File: config.mk
export PLATFORM = sky130hd
export DESIGN_NAME = cpu_control_unit
export DESIGN_NICKNAME = d
export VERILOG_FILES = /design/src/rtl/cpu_control_unit.sv
export SDC_FILE = /design/constraint.sdc
export NUM_CORES = 1
export LEC_CHECK = 0
export CAP_MARGIN = 20
export CORE_UTILIZATION = 25
export CTS_BUF_LIST = sky130_fd_sc_hd__clkbuf_4
export CTS_CLUSTER_DIAMETER = 60
export CTS_CLUSTER_SIZE = 8
export DETAILED_ROUTE_END_ITERATION = 7
export PLACE_DENSITY_LB_ADDON = 0.08
export SLEW_MARGIN = 15
export SYNTH_ARGS = -nofsm -noshare
export SYNTH_HDL_FRONTEND = slang
export SYNTH_SLANG_ARGS = --single-unit
File: constraint.sdc
create_clock -name clock -period 1.65 [get_ports clock]
set_clock_uncertainty 0.05 [all_clocks]
set_input_delay 0.33 -clock clock [delete_from_list [all_inputs] [get_ports clock]]
set_output_delay 0.33 -clock clock [all_outputs]
set_load 0.01 [all_outputs]
File: src/rtl/cpu_control_unit.sv
// Fetch/decode/execute sequencer for the 4-bit CPU: owns pc, IR, accumulator and flags, drives the ALU.
// Optional build macro CPU_CTRL_SINGLE_STEP_EN adds a stepReq input that gates each instruction fetch.
module cpu_control_unit #(
    parameter int PC_WIDTH    = 4,
    parameter int ALU_LATENCY = 1
) (
    input  logic                clock,
    input  logic                reset,
`ifdef CPU_CTRL_SINGLE_STEP_EN
    input  logic                stepReq,
`endif
    input  logic [7:0]          instrIn,
    output logic [PC_WIDTH-1:0] pcOut,
    output logic [3:0]          aluA,
    output logic [3:0]          aluB,
    output logic [3:0]          aluOpcode,
    input  logic [3:0]          aluResult,
    input  logic                aluZero,
    input  logic                aluCarry,
    output logic [3:0]          accOut,
    output logic                zeroFlag,
    output logic                carryFlag,
    output logic [3:0]          outPort,
    output logic                outValid,
    output logic                halted
);

    typedef enum logic [2:0] {
        S_FETCH     = 3'd0,
        S_DECODE    = 3'd1,
        S_EXECUTE   = 3'd2,
        S_WRITEBACK = 3'd3,
        S_HALT      = 3'd4
    } state_t;

    localparam logic [PC_WIDTH-1:0] PC_ONE   = PC_WIDTH'(1);
    localparam logic [2:0]          LAT_LAST = 3'(ALU_LATENCY - 1);

    state_t              state_q, state_d;
    logic [PC_WIDTH-1:0] pc_q, pc_d;
    logic [7:0]          ir_q, ir_d;
    logic [3:0]          acc_q, acc_d;
    logic                zf_q, zf_d;
    logic                cf_q, cf_d;
    logic [3:0]          alu_a_q, alu_a_d;
    logic [3:0]          alu_b_q, alu_b_d;
    logic [3:0]          alu_op_q, alu_op_d;
    logic [3:0]          out_q, out_d;
    logic                out_v_q, out_v_d;
    logic                halt_q, halt_d;
    logic [2:0]          lat_q, lat_d;
    logic                step_ok_s;
    logic [PC_WIDTH-1:0] jmp_tgt_s;

`ifdef CPU_CTRL_SINGLE_STEP_EN
    assign step_ok_s = stepReq;
`else
    assign step_ok_s = 1'b1;
`endif

    assign jmp_tgt_s = PC_WIDTH'(ir_q[3:0]);

    // Next-state and datapath update logic for the instruction sequencer.
    always_comb begin
        state_d  = state_q;
        pc_d     = pc_q;
        ir_d     = ir_q;
        acc_d    = acc_q;
        zf_d     = zf_q;
        cf_d     = cf_q;
        alu_a_d  = alu_a_q;
        alu_b_d  = alu_b_q;
        alu_op_d = alu_op_q;
        out_d    = out_q;
        out_v_d  = 1'b0;
        halt_d   = halt_q;
        lat_d    = lat_q;
        case (state_q)
            S_FETCH: begin
                if (step_ok_s) begin
                    ir_d    = instrIn;
                    pc_d    = pc_q + PC_ONE;
                    state_d = S_DECODE;
                end else begin
                    state_d = S_FETCH;
                end
            end
            S_DECODE: begin
                state_d = S_FETCH;
                if (!ir_q[7]) begin
                    alu_op_d = {1'b0, ir_q[6:4]};
                    alu_a_d  = acc_q;
                    alu_b_d  = ir_q[3:0];
                    lat_d    = 3'd0;
                    state_d  = S_EXECUTE;
                end else begin
                    case (ir_q[6:4])
                        3'b000: acc_d = ir_q[3:0];
                        3'b001: pc_d  = jmp_tgt_s;
                        3'b010: pc_d  = zf_q ? jmp_tgt_s : pc_q;
                        3'b011: pc_d  = cf_q ? jmp_tgt_s : pc_q;
                        3'b100: begin
                            out_d   = acc_q;
                            out_v_d = 1'b1;
                        end
                        3'b111: begin
                            halt_d  = 1'b1;
                            state_d = S_HALT;
                        end
                        default: state_d = S_FETCH;
                    endcase
                end
            end
            S_EXECUTE: begin
                if (lat_q == LAT_LAST) begin
                    lat_d   = 3'd0;
                    state_d = S_WRITEBACK;
                end else begin
                    lat_d   = lat_q + 3'd1;
                end
            end
            S_WRITEBACK: begin
                acc_d    = aluResult;
                zf_d     = aluZero;
                cf_d     = aluCarry;
                alu_op_d = 4'd0;
                state_d  = S_FETCH;
            end
            S_HALT: state_d = S_HALT;
            default: state_d = S_FETCH;
        endcase
    end

    // State and architectural registers with synchronous reset.
    always_ff @(posedge clock) begin
        if (reset) begin
            state_q  <= S_FETCH;
            pc_q     <= '0;
            ir_q     <= 8'd0;
            acc_q    <= 4'd0;
            zf_q     <= 1'b0;
            cf_q     <= 1'b0;
            alu_a_q  <= 4'd0;
            alu_b_q  <= 4'd0;
            alu_op_q <= 4'd0;
            out_q    <= 4'd0;
            out_v_q  <= 1'b0;
            halt_q   <= 1'b0;
            lat_q    <= 3'd0;
        end else begin
            state_q  <= state_d;
            pc_q     <= pc_d;
            ir_q     <= ir_d;
            acc_q    <= acc_d;
            zf_q     <= zf_d;
            cf_q     <= cf_d;
            alu_a_q  <= alu_a_d;
            alu_b_q  <= alu_b_d;
            alu_op_q <= alu_op_d;
            out_q    <= out_d;
            out_v_q  <= out_v_d;
            halt_q   <= halt_d;
            lat_q    <= lat_d;
        end
    end

    assign pcOut     = pc_q;
    assign aluA      = alu_a_q;
    assign aluB      = alu_b_q;
    assign aluOpcode = alu_op_q;
    assign accOut    = acc_q;
    assign zeroFlag  = zf_q;
    assign carryFlag = cf_q;
    assign outPort   = out_q;
    assign outValid  = out_v_q;
    assign halted    = halt_q;

endmodule

==> summary.md <==
| Metric | Value |
|---|---|
| CTS root buf | `clkbuf_4` |
| DP Area | `2360 um^2` |
| Worst-case clock buffer depth | `2` |
| Initial antenna violation count | `0` |
| Via density | `4.46` |
| Cells along the critical path | `or4b_4, a21oi_4, nor2_1, a211oi_1` |
| First-pass GRT wire length | `7.67 mm` |
| WP data required | `1880 ps` |
| Core Footprint | `6830 um^2` |
| Status | `complete, no violations` |
| EDFF count, synth | `0` |
| N_diodes | `0` |
| IO Port Bufs | `42` |
| Clock group share of total power | `37.3%` |
| Grt total ovfl | `0` |
| Max Freq | `0.625 GHz` |
| Switching share of power | `26.1%` |
| Number of cell rows | `30` |
| Post-synthesis net count | `223` |
| Async set or reset register ratio after synthesis | `0%` |
| Largest net degree at the start of global routing | `24` |
| Final-report hold violation count | `0` |
| # DRC | `0` |
| Synth warn | `0` |
| Worst EP arrival | `1830 ps` |
| Vias in the first global route | `1486` |
| Slowest cell delay on critical path | `550 ps` |
| Post-DP HPWL | `3.34 mm` |
| CP max FO | `8` |
| DR iter-0 viols | `80` |
| Worst Setup End Kind | `flop` |
| Clock transition at path regs | `140 ps` |
| Non-filler cells, final | `353` |
| Total wire length | `4.76 mm` |
| Worst Setup Start Kind | `flop` |
| Top Usage Layer GRT | `met2` |
| Mapped Avg Cell Area | `8.71 um^2` |
| Slowest-stage cell, CP | `or4b_4` |
| Post-Place Cells | `343` |
| Wirelength per Cell | `13.5 um` |
| HP Class | `reg2reg` |
| Drt pass-1 iters | `4` |
| Power Density | `903 nW/um^2` |
| Grt met2 use | `21.6%` |
| CTS tree | `done` |
| Synth Cell Area | `1780 um^2` |
| CTS Sinks | `41` |
| Final net count | `275` |
| Flop pwr share | `48.6%` |
| # setup viols final | `0` |
| Synth unique cells | `39` |
| DIE WIDTH | `86.3 um` |
| Post-synthesis register bit count | `41` |
| Final Instance Area | `2510 um^2` |
| Yosys top cell by area | `dfxtp_1` |
| Top_reg_cell synth | `dfxtp_1` |
| Met3 Track Usage GR | `3.52%` |
| Seq/Total Area, Yosys | `46.2%` |
| Commonest cells in the netlist | `dfxtp_1, nand2_1, a21oi_1, nor2_1, mux2i_1` |
| Most common cell in the netlist | `dfxtp_1` |
| FILL cells | `725` |
| Routability Congestion | `0.758` |
| Synth Instances | `204` |
| Layout cells sized above 1 | `18.7%` |
| Worst-skew pair later-pin latency | `350 ps` |
| Final Critical Period | `1600 ps` |
| Final Cycle Share | `97.0%` |
| Pleak | `1.13 nW` |
| Synth top area share | `46.2%` |
| Comb power frac | `14.1%` |
| Routed Antenna Nets | `0` |
| Max-Cap Viols | `0` |
| Vias | `1575` |
| Ports | `44` |
| Hold_ws | `415 ps` |
| Hold_buf cts | `0` |
| Crit Path Class | `reg2reg` |
| Htree depth | `2` |
| Initial core utilization | `26.0%` |
| GRT Overall Usage | `13.7%` |
| Switching power | `0.592 mW` |
| Die area | `7450 um^2` |
| Synth-to-Final Area Change | `41.1%` |
| VDD IR-drop max | `0.378 mV` |
| Final Max Tran Viols | `0` |
| Die Span Y | `86.3 um` |
| Total CTS buffers | `5` |
| Pint | `1.67 mW` |
| Synth top area cells | `dfxtp_1, nand2_1, a21oi_1` |
| GR Util met1 | `18.1%` |
==> through the flow <==
| stage | setup slack, ps | util [%] | total power, mW | TNS, ps |
|---|---|---|---|---|
| detailed placement | -17.1 | 34.5 | 1.45 | -17.1 |
| global route | -13.6 | 36.7 | 2.38 | -13.6 |
| CTS | 1.05 | 36.0 | 2.29 | 0 |
| floorplan | 69.4 | - | 1.28 | 0 |
| finish | 50.2 | 36.7 | 2.27 | 0 |
| global placement | -8.95 | 34.5 | 1.45 | -10.7 |
==> final cells by class <==
| cell class | count | area [um^2] | share of cell area [%] |
|---|---|---|---|
| clock buffers | 5 | 37.5 | 1.50 |
| clock inverters | 3 | 68.8 | 2.74 |
| inverters | 6 | 22.5 | 0.898 |
| multi-input cells | 145 | 883 | 35.2 |
| flip-flops and latches | 41 | 848 | 33.8 |
| well taps | 96 | 120 | 4.79 |
| repair buffers | 57 | 527 | 21.0 |
==> sequential cells by signal, indices dropped and copies added (netlist names) <==
signal and flops:
accOut 4, zeroFlag 1, aluA 4, lat_q 3, carryFlag 1, halted 1
outPort 4, ir_q 8, outValid 1, state_q 3, pcOut 4, aluOpcode 3
aluB 4
==> critical path, delay by kind of cell (launching register included) <==
kind | cells | cell delay (ps)
AOI/OAI and AO/OA | 2 | 480
and+or+nand+nor | 2 | 620
DFF | 1 | 380
==> cells in the final DEF, fill, tap and decap left out, types with 2 or more instances in the layout <==
cell type        count
nand2_1             37
a21oi_1             25
dfxtp_1             25
nor2_1              19
dlygate4sd2_1       19
clkdlybuf4s50_1     16
buf_4               15
dfxtp_2             13
mux2i_1             11
dlymetal6s2s_1       7
inv_1                6
nor3_1               6
clkbuf_4             5
a211oi_1             4
nand3_1              4
nand2b_1             3
nor4_1               3
ha_1                 3
dfxtp_4              3
or2_2                2
or3_1                2
nor3b_1              2
o31ai_1              2
nand4_1              2
bufinv_16            2
==> power by group through the flow <==
stage | clock (mW) | combinational (mW) | sequential (mW)
2_1_floorplan | 0 | 0.175 | 1.11
3_3_place_gp | 0 | 0.332 | 1.12
3_5_place_dp | 0 | 0.330 | 1.12
4_1_cts | 0.873 | 0.316 | 1.10
5_1_grt | 0.917 | 0.356 | 1.11
6_report | 0.844 | 0.319 | 1.10
==> cells by family (layout without fill, tap and decap cells) <==
kind of cell	after synthesis	in the layout	share of synthesized area (%)
other	1	1	0.211
multiplexers	11	11	6.20
adder cells (fa/ha/maj)	3	3	2.11
flip-flops	41	41	46.2
AND/OR/NAND/NOR	88	88	24.9
buffers and inverters	18	71	4.37
AO/OA/AOI/OAI	42	42	16.0
==> per-layer routing <==
layer  share of wire, %  up-vias
met5                  0        -
met4               0.99        0
met3                3.8        4
met2                 45       34
met1                 50      732
li1                   -      805
==> path summary, 6_finish.rpt <==
check                from         to  slack [ps]  cells after the start
hold reg to reg   aluA[2]    aluA[2]         410                      2
hold / removal    aluA[2]    aluA[2]         410                      2
setup / recovery  ir_q[5]  accOut[3]          50                      4
setup reg to reg  ir_q[5]  accOut[3]          50                      4
==> what timing repair did <==
action                                  4_1_cts  5_1_grt
hold endpoints to repair                      0        0
cloned                                        0        0
resized for setup                            32       14
pin swaps                                     0        3
setup buffers                                 0        2
endpoints found under the setup margin       24       16
(Power assumes the default switching activity.)
